===== src/rtl/fifo_pkg.sv =====
// Shared types and constants for the FIFO read-side stream stages.
package fifo_pkg;

  typedef logic [1:0] occ_t;

  localparam int DRAIN_BUF_DEPTH = 2;
  localparam int STALL_CNT_W     = 16;

endpackage


===== src/rtl/drain_buf2.sv =====
// Two-entry ordered buffer; slot 0 is the head. A pop shifts toward the head,
// and a push lands in the first free slot after that shift.
module drain_buf2
  import fifo_pkg::*;
#(
  parameter int DATA_WIDTH = 8
) (
  input  logic                  clk,
  input  logic                  rst_n,
  input  logic                  push,
  input  logic [DATA_WIDTH-1:0] push_data,
  input  logic                  pop,
  output occ_t                  occ,
  output logic [DATA_WIDTH-1:0] head
);

  occ_t occ_reg;
  occ_t occ_next;
  occ_t wr_idx;

  assign wr_idx   = occ_reg - occ_t'(pop);
  assign occ_next = occ_reg + occ_t'(push) - occ_t'(pop);

  always_ff @(posedge clk) begin
    if (!rst_n) begin
      occ_reg <= '0;
    end else begin
      occ_reg <= occ_next;
    end
  end

  for (genvar gi = 0; gi < DRAIN_BUF_DEPTH; gi++) begin : g_slot
    logic [DATA_WIDTH-1:0] data_reg;
    logic [DATA_WIDTH-1:0] data_next;
    logic [DATA_WIDTH-1:0] shifted;

    if (gi < DRAIN_BUF_DEPTH - 1) begin : g_shift
      assign shifted = pop ? g_slot[gi+1].data_reg : data_reg;
    end else begin : g_tail
      assign shifted = data_reg;
    end

    assign data_next = (push && (wr_idx == occ_t'(gi))) ? push_data : shifted;

    always_ff @(posedge clk) begin
      if (!rst_n) begin
        data_reg <= '0;
      end else begin
        data_reg <= data_next;
      end
    end
  end

  assign occ  = occ_reg;
  assign head = g_slot[0].data_reg;

endmodule


===== src/rtl/fifo_stream_drain.sv =====
// FIFO read stage: issues reads on buffer credit and presents words as a valid/ready stream.
// Optional stall counter output enabled by FIFO_STREAM_DRAIN_STALL_CNT_EN.
module fifo_stream_drain
  import fifo_pkg::*;
#(
  parameter int DATA_WIDTH = 8
) (
  input  logic                   clk,
  input  logic                   rst_n,
  input  logic                   fifo_empty,
  input  logic [DATA_WIDTH-1:0]  fifo_rdata,
  output logic                   fifo_r_en,
  output logic                   m_valid,
  input  logic                   m_ready,
  output logic [DATA_WIDTH-1:0]  m_data
`ifdef FIFO_STREAM_DRAIN_STALL_CNT_EN
  ,
  output logic [STALL_CNT_W-1:0] stall_cnt
`endif
);

  occ_t       occ;
  logic       rd_pend_reg;
  logic       pop;
  logic [2:0] credit_used;

  assign m_valid = (occ != 2'd0);
  assign pop     = m_valid && m_ready;

  // Counting the same-cycle pop as freed credit lets reads keep pace at one per cycle.
  assign credit_used = {1'b0, occ} + {2'b00, rd_pend_reg} - {2'b00, pop};
  assign fifo_r_en   = rst_n && !fifo_empty && (credit_used < 3'(DRAIN_BUF_DEPTH));

  always_ff @(posedge clk) begin
    if (!rst_n) begin
      rd_pend_reg <= 1'b0;
    end else begin
      rd_pend_reg <= fifo_r_en;
    end
  end

  drain_buf2 #(
    .DATA_WIDTH(DATA_WIDTH)
  ) u_buf (
    .clk      (clk),
    .rst_n    (rst_n),
    .push     (rd_pend_reg),
    .push_data(fifo_rdata),
    .pop      (pop),
    .occ      (occ),
    .head     (m_data)
  );

`ifdef FIFO_STREAM_DRAIN_STALL_CNT_EN
  localparam logic [STALL_CNT_W-1:0] STALL_MAX = '1;

  logic [STALL_CNT_W-1:0] stall_cnt_reg;

  always_ff @(posedge clk) begin
    if (!rst_n) begin
      stall_cnt_reg <= '0;
    end else if (m_valid && !m_ready && (stall_cnt_reg != STALL_MAX)) begin
      stall_cnt_reg <= stall_cnt_reg + 1'b1;
    end
  end

  assign stall_cnt = stall_cnt_reg;
`endif

endmodule


===== config.mk =====
export PLATFORM = sky130hd
export DESIGN_NAME = fifo_stream_drain
export DESIGN_NICKNAME = d
export VERILOG_FILES = /design/src/rtl/fifo_pkg.sv /design/src/rtl/drain_buf2.sv /design/src/rtl/fifo_stream_drain.sv
export SDC_FILE = /design/constraint.sdc
export NUM_CORES = 1
export LEC_CHECK = 0
export CAP_MARGIN = 10
export CORE_MARGIN = 1.5
export CORE_UTILIZATION = 40
export CTS_CLUSTER_SIZE = 24
export DETAILED_ROUTE_END_ITERATION = 10
export PLACE_DENSITY = 0.73
export SETUP_SLACK_MARGIN = 0.05
export SLEW_MARGIN = 20
export SYNTH_ARGS = -nofsm -noshare
export SYNTH_HDL_FRONTEND = slang
export SYNTH_HIERARCHICAL = 1
export SYNTH_SLANG_ARGS = --single-unit
export TNS_END_PERCENT = 50

===== constraint.sdc =====
create_clock -name clk -period 3.1 [get_ports clk]
set_input_delay 0.775 -clock clk [delete_from_list [all_inputs] [get_ports clk]]
set_output_delay 0.775 -clock clk [all_outputs]
set_load 0.01 [all_outputs]

==> results of run 1 <==
-- worst max-delay path: cells and delay by family, from the launching register on --
family / cells / cell delay, ns
DFF: 1 / 0.33
and+or+nand+nor: 5 / 0.69
buffers and inverters: 1 / 0.14
adders and majority gates: 2 / 0.76
-- cell type report --
| type | count | area (um2) | area share, % |
|---|---|---|---|
| Timing Repair Buffer | 37 | 327 | 24.6 |
| Inverter | 4 | 15.0 | 1.13 |
| Tap cell | 28 | 35.0 | 2.64 |
| Clock buffer | 4 | 26.3 | 1.98 |
| Multi-Input combinational cell | 67 | 544 | 41.0 |
| Sequential cell | 19 | 382 | 28.7 |
-- layer usage --
metal | global-route usage (%) | wire, um | vias to the layer above
met5 | 0 | 0 | -
met4 | 5.41 | 7 | 0
met3 | 3.51 | 61 | 2
met2 | 29.9 | 936 | 16
met1 | 20.0 | 863 | 347
li1 | - | - | 387
-- logic make-up after synthesis --
kind of cell	count (synthesis)	synth area share (%)
compound gates	8	8.64
simple gates	34	17.7
fa+ha+maj	5	7.56
flops	19	41.0
buf+inv	9	4.05
mux	16	17.3
xor+xnor	4	3.78
-- power by group through the flow --
stage               sequential (mW)  clock (mW)  combinational, mW
floorplan                     0.366           0              0.296
CTS                           0.337       0.125              0.631
global route                  0.344       0.137              0.713
detailed placement            0.342           0              0.526
global placement              0.340           0              0.500
finish                        0.337       0.119              0.648
-- stage by stage --
stage	hold slack [ns]	util [%]	instances	setup slack, ns	total power [mW]
after CTS	0.468	60.0	158	0.0257	1.09
final	0.465	60.7	159	0.117	1.10
after global routing	0.489	60.7	159	0.0124	1.19
after global placement	0.442	54.5	145	-0.633	0.840
after floorplan	0.434	-	95	0.189	0.661
after detailed placement	0.453	54.5	145	-0.681	0.868
-- timing repair --
action | CTS | global route
gates cloned | 0 | 0
buffers inserted | 9 | 1
setup endpoints to repair | 1 | 2
gates resized for setup | 13 | 2
pin swaps | 5 | 3
-- synth_stat cells --
| cell type | number |
|---|---|
| nor3_4 | 1 |
| xor2_1 | 2 |
| and2_4 | 1 |
| fa_1 | 1 |
| nand2_1 | 25 |
| mux2i_1 | 16 |
| nor3_1 | 2 |
| dfxtp_1 | 19 |
| nand3b_1 | 1 |
| nand2b_1 | 1 |
| and2_1 | 2 |
| or2_4 | 1 |
| xnor2_1 | 2 |
| inv_1 | 4 |
| buf_2 | 3 |
| ha_1 | 4 |
| clkbuf_1 | 2 |
| o211a_1 | 8 |
-- path summary, 6_finish.rpt --
kind / depth (start not counted) / to / startpoint / slack, ns
worst max-delay path: 8 / fifo_r_en / u_buf/occ[1] / 0.12
worst min-delay path: 2 / u_buf/g_slot[1].data_reg[6] / u_buf/g_slot[1].data_reg[6] / 0.47
worst max register to register: 16 / rd_pend_reg / u_buf/occ[1] / 0.16
worst min register to register: 2 / u_buf/g_slot[1].data_reg[6] / u_buf/g_slot[1].data_reg[6] / 0.47
==> reports/metrics.yaml, run 1 <==
outcome: "completed"
drive_gt1_share_pct: 23.7
grt_pass1_wl_mm: 3.22
io_pins: 22
tightestPinTransition_ns: 0.548
final_common_cell: "nand2_1"
required_ns: 2.32
cp.arrival_ns: 2.21
synthTopCellsByArea: "dfxtp_1, mux2i_1, nand2_1"
clock_sinks: 19
power_density_mw_per_mm2: 830
power.switching_mw: 0.377
dieArea_mm2: 0.00262
synthCells: 95
cp-start-kind: "flip-flop"
cts_tree: "done"
design_area_mm2: 0.00133
hold_viol: 0
place_congestion: 0.660
pwr-share-clk_pct: 10.8
hold_class: "flip-flop to flip-flop"
cpMaxStageDelayCell: "fa_2"
yosysSeqAreaShare_pct: 41.0
post_synth.cell_area_avg_um2: 9.76
initial_core_util_pct: 42.3
antenna_found_initial: 0
slew_viol_final: 0
cts_made_buffers: 3
h-tree-depth: 1
drt_pre_antenna_iters: 4
clock_latency_ns: 0.29
vias_per_cell: 4.73
syn-num-nets: 112
synth.distinct_cells: 18
path_class: "flip-flop to output pin"
grt_pass1_vias: 738
layout_common_cells: "nand2_1, clkdlybuf4s50_1, dfxtp_1"
hpwl_mm: 1.23
finalCriticalPeriod_ns: 2.98
core_area_mm2: 0.00219
synthToLayoutAreaGrowth_pct: 43.3
switching_share_pct: 34.1
critPathMaxFanout: 2
timing.fmax_ghz: 0.335
wl_mm: 1.87
grt_remaining_overflow: 0
postCtsHoldBufs: 0
synth_area_um2: 927
combPwrFrac_pct: 58.7
remaining_drc_errors: 0
synth_seq_cells: 19
cpPeakStageDelay_ns: 0.54
end_kind: "output pin"
cts_root_buffer: "clkbuf_4"
die_w_um: 51.1
relSlewSlack_pct: 63.3
cts_buffer_depth: 2
num_vias: 752
setup_tns_ns: 0
pwr-share-seq_pct: 30.5
post-synth-top-area-cell: "dfxtp_1"
grt_max_degree: 27
clk_pin_slew_ns: 0.10
num-fill-cells: 204
die_h_um: 51.1
rows: 17
fin_crit_sh_pct: 96.2
post_drt_wl_per_cell_um: 11.7
skew_ns: 0.00649
detail-route-antenna-nets: 0
setup_violations: 0
io_buffers: 21
internal_power_mw: 0.727
total_leakage_power_nw: 0.629
crit_path_cell_trace: "or2_4, and2_4, ha_4, nand2b_4, fa_2, nand2_2, nor3_2, buf_2"
diodes: 0
ir_drop_mv: 0.434
placed_cell_area_mm2: 0.00119
finalNetCount: 149
drv_cap: 0
grt_setup_unrepaired: "true"
gr-usage-all-layers_pct: 16.8
yosysWarnings: 6
synth_top_area_share_pct: 41.0
dr.first_iter.drc_count: 9
Power figures use the tool's default switching activity.
==> run 2: changes to the inputs <==
CELL_PAD_IN_SITES_DETAIL_PLACEMENT = 1   (was default)
CELL_PAD_IN_SITES_GLOBAL_PLACEMENT = 1   (was default)
CORE_UTILIZATION = 36   (was 40)
PLACE_DENSITY = 0.84   (was 0.73)
==> reports/metrics.yaml, run 2 (synthesis gave the netlist of run 1 again) <==
layout_common_cells: "nand2_1, clkdlybuf4s50_1, dfxtp_1"
drive_gt1_share_pct: 19.5  # -4.2 points
io_buffers: 21  # unchanged
power.switching_mw: 0.368  # -2.3%
clock_sinks: 19  # unchanged
end_kind: "output pin"
ff2ff_path_depth: 8  # -8
relSlewSlack_pct: 82.7  # +19 points
cp_num_buf_inv: 2  # +1
required_ns: 2.32  # about the same
cp-start-kind: "input port"
critPathMaxFanout: 2  # unchanged
combPwrFrac_pct: 54.7  # -4.0 points
io_pins: 22  # unchanged
cts_made_buffers: 3  # unchanged
h-tree-depth: 1  # unchanged
grt_max_degree: 27  # unchanged
cpMaxStageDelayCell: "fa_2"
num-fill-cells: 288  # +41%
cp_top_family: "adder cells"
grt_setup_unrepaired: "true"
grt_remaining_overflow: 0  # unchanged
initial_core_util_pct: 37.8  # -4.6 points
core_area_mm2: 0.00245  # +12%
finalCriticalPeriod_ns: 3.05  # +0.0721 ns
clk_pin_slew_ns: 0.10  # about the same
fin_crit_sh_pct: 98.5  # +2.3 points
switching_share_pct: 35.7  # +1.5 points
detail-route-antenna-nets: 0  # unchanged
die_w_um: 53.8  # +5.1%
min_delay_path_depth: 2  # unchanged
final_common_cell: "nand2_1"
drv_cap: 0  # unchanged
hold_viol: 0  # unchanged
dr.first_iter.drc_count: 5  # -4
dieArea_mm2: 0.00289  # +10%
power_mw: 1.03  # -6.5%
post_drt_wl_per_cell_um: 12.9  # +10%
vias_per_cell: 4.91  # +3.8%
drt_pre_antenna_iters: 4  # unchanged
ir_drop_mv: 0.475  # +9.4%
hold_end: "u_buf/g_slot[1].data_reg[7]"
skew_ns: 0.00890  # +0.00241 ns
finalNetCount: 141  # -5.4%
cpPeakStageDelay_ns: 0.53  # about the same
num_vias: 751  # -0.13%
die_h_um: 53.8  # +5.1%
hold_class: "flip-flop to flip-flop"
timing.rr.end: "u_buf/g_slot[1].data_reg[3]"
pwr-share-clk_pct: 12.3  # +1.5 points
diodes: 0  # unchanged
cts_root_buffer: "clkbuf_4"
rows: 18  # +1
internal_power_mw: 0.664  # -8.7%
outcome: "completed"
synthToLayoutAreaGrowth_pct: 36.2
postCtsHoldBufs: 0  # unchanged
crit_path_cell_trace: "buf_2, and2_4, ha_4, nand2b_4, fa_2, nand2_2, nor3_2, buf_2"
slew_viol_final: 0  # unchanged
fin_cells: 153  # -3.8%
pwr-share-seq_pct: 33.0  # +2.5 points
wl_mm: 1.98  # +6.0%
dp_cells: 148  # +2.1%
path_class: "input port to output pin"
pre_cts_ws_ns: -0.785  # -0.104 ns
remaining_drc_errors: 0  # unchanged
setup_slack_ns: 0.0451  # -0.0721 ns
setup_tns_ns: 0  # unchanged
setup_violations: 0  # unchanged
grt_pass1_vias: 768  # +4.1%
holdWs_ns: 0.471  # +0.00546 ns
grt_pass1_wl_mm: 3.22  # -0.22%
place_congestion: 0.679  # +2.9%
crit_top_cell: "buf_2"
reg2reg_from: "u_buf/occ[1]"
timing.fmax_ghz: 0.327  # -2.4%
cp.arrival_ns: 2.28  # +0.07 ns
tightestPinTransition_ns: 0.259  # -0.289 ns
total_leakage_power_nw: 0.591  # -6.1%
worstHoldStart: "u_buf/g_slot[1].data_reg[7]"
clock_latency_ns: 0.30  # about the same
cts_tree: "done"
gr-usage-all-layers_pct: 15.7  # -1.1 points
cts_buffer_depth: 2  # unchanged
hpwl_mm: 1.46  # +19%
power_density_mw_per_mm2: 817  # -1.6%
reg2reg_slack_ns: 1.07  # +0.91 ns
antenna_found_initial: 0  # unchanged
run 2: cell count changes in the layout (fill, tap and decap cells not counted):
cell,delta
buf_4,-8
buf_2,+1
buf_6,-1
clkbuf_1,-1
clkinv_2,+1
dfxtp_1,-1
dfxtp_2,+1
nor3_1,+1
nor3_2,-1
run 2: worst register-to-register path, cell delays in order (launching register included):
cell and delay [ns]:
dfxtp_2 0.33, or2_4 0.24, and2_4 0.15, buf_4 0.12, buf_4 0.18, ha_1 0.33, nor3_4 0.18, buf_4 0.21
mux2i_1 0.22
run 2: worst max-delay path by stage:
stage	from	endpoint	slack, ns	depth (start not counted)
2_1_floorplan	m_ready	fifo_r_en	0.19	6
4_1_cts	u_buf/occ[0]	fifo_r_en	0.03	8
6_report	m_ready	fifo_r_en	0.05	8
3_3_place_gp	m_ready	fifo_r_en	-0.63	8
3_5_place_dp	m_ready	fifo_r_en	-0.79	8
5_1_grt	u_buf/occ[1]	fifo_r_en	-0.05	8
run 2: layer usage:
layer / global-route usage, % / share of wire (%) / routed length (um) / up-vias
met5: 0 / 0 / 0 / -
met2: 28.3 / 51 / 1010 / 17
met1: 18.2 / 45 / 884 / 357
met4: 6.41 / 0.86 / 17 / 0
li1: - / - / - / 375
met3: 2.50 / 3.5 / 70 / 2
run 2: repair_timing:
item	in CTS	in global routing
setup buffers	1	0
pin swaps	6	5
setup endpoints to repair	1	1
resized for setup	13	1
run 2: power groups by stage:
stage	clock network (mW)	registers, mW	logic [mW]
6_report	0.127	0.340	0.565
5_1_grt	0.143	0.349	0.625
4_1_cts	0.135	0.340	0.567
3_5_place_dp	0	0.344	0.533
3_3_place_gp	0	0.341	0.504
2_1_floorplan	0	0.366	0.296
run 2: per-stage QoR:
| step | instance area, um2 | util, % |
|---|---|---|
| 3_3_place_gp | 1200 | 49.1 |
| 2_1_floorplan | 927 | - |
| 6_report | 1260 | 51.4 |
| 5_1_grt | 1260 | 51.4 |
| 3_5_place_dp | 1200 | 49.1 |
| 4_1_cts | 1260 | 51.4 |
run 2: final cells by class:
class                           instances  area, um2  share of cell area [%]
Multi-Input combinational cell         67        539                    42.7
Sequential cell                        19        383                    30.3
Timing Repair Buffer                   29        260                    20.6
Tap cell                               30       37.5                    2.97
Clock buffer                            3       22.5                    1.78
Inverter                                4       15.0                    1.19
Clock inverter                          1       5.00                   0.396
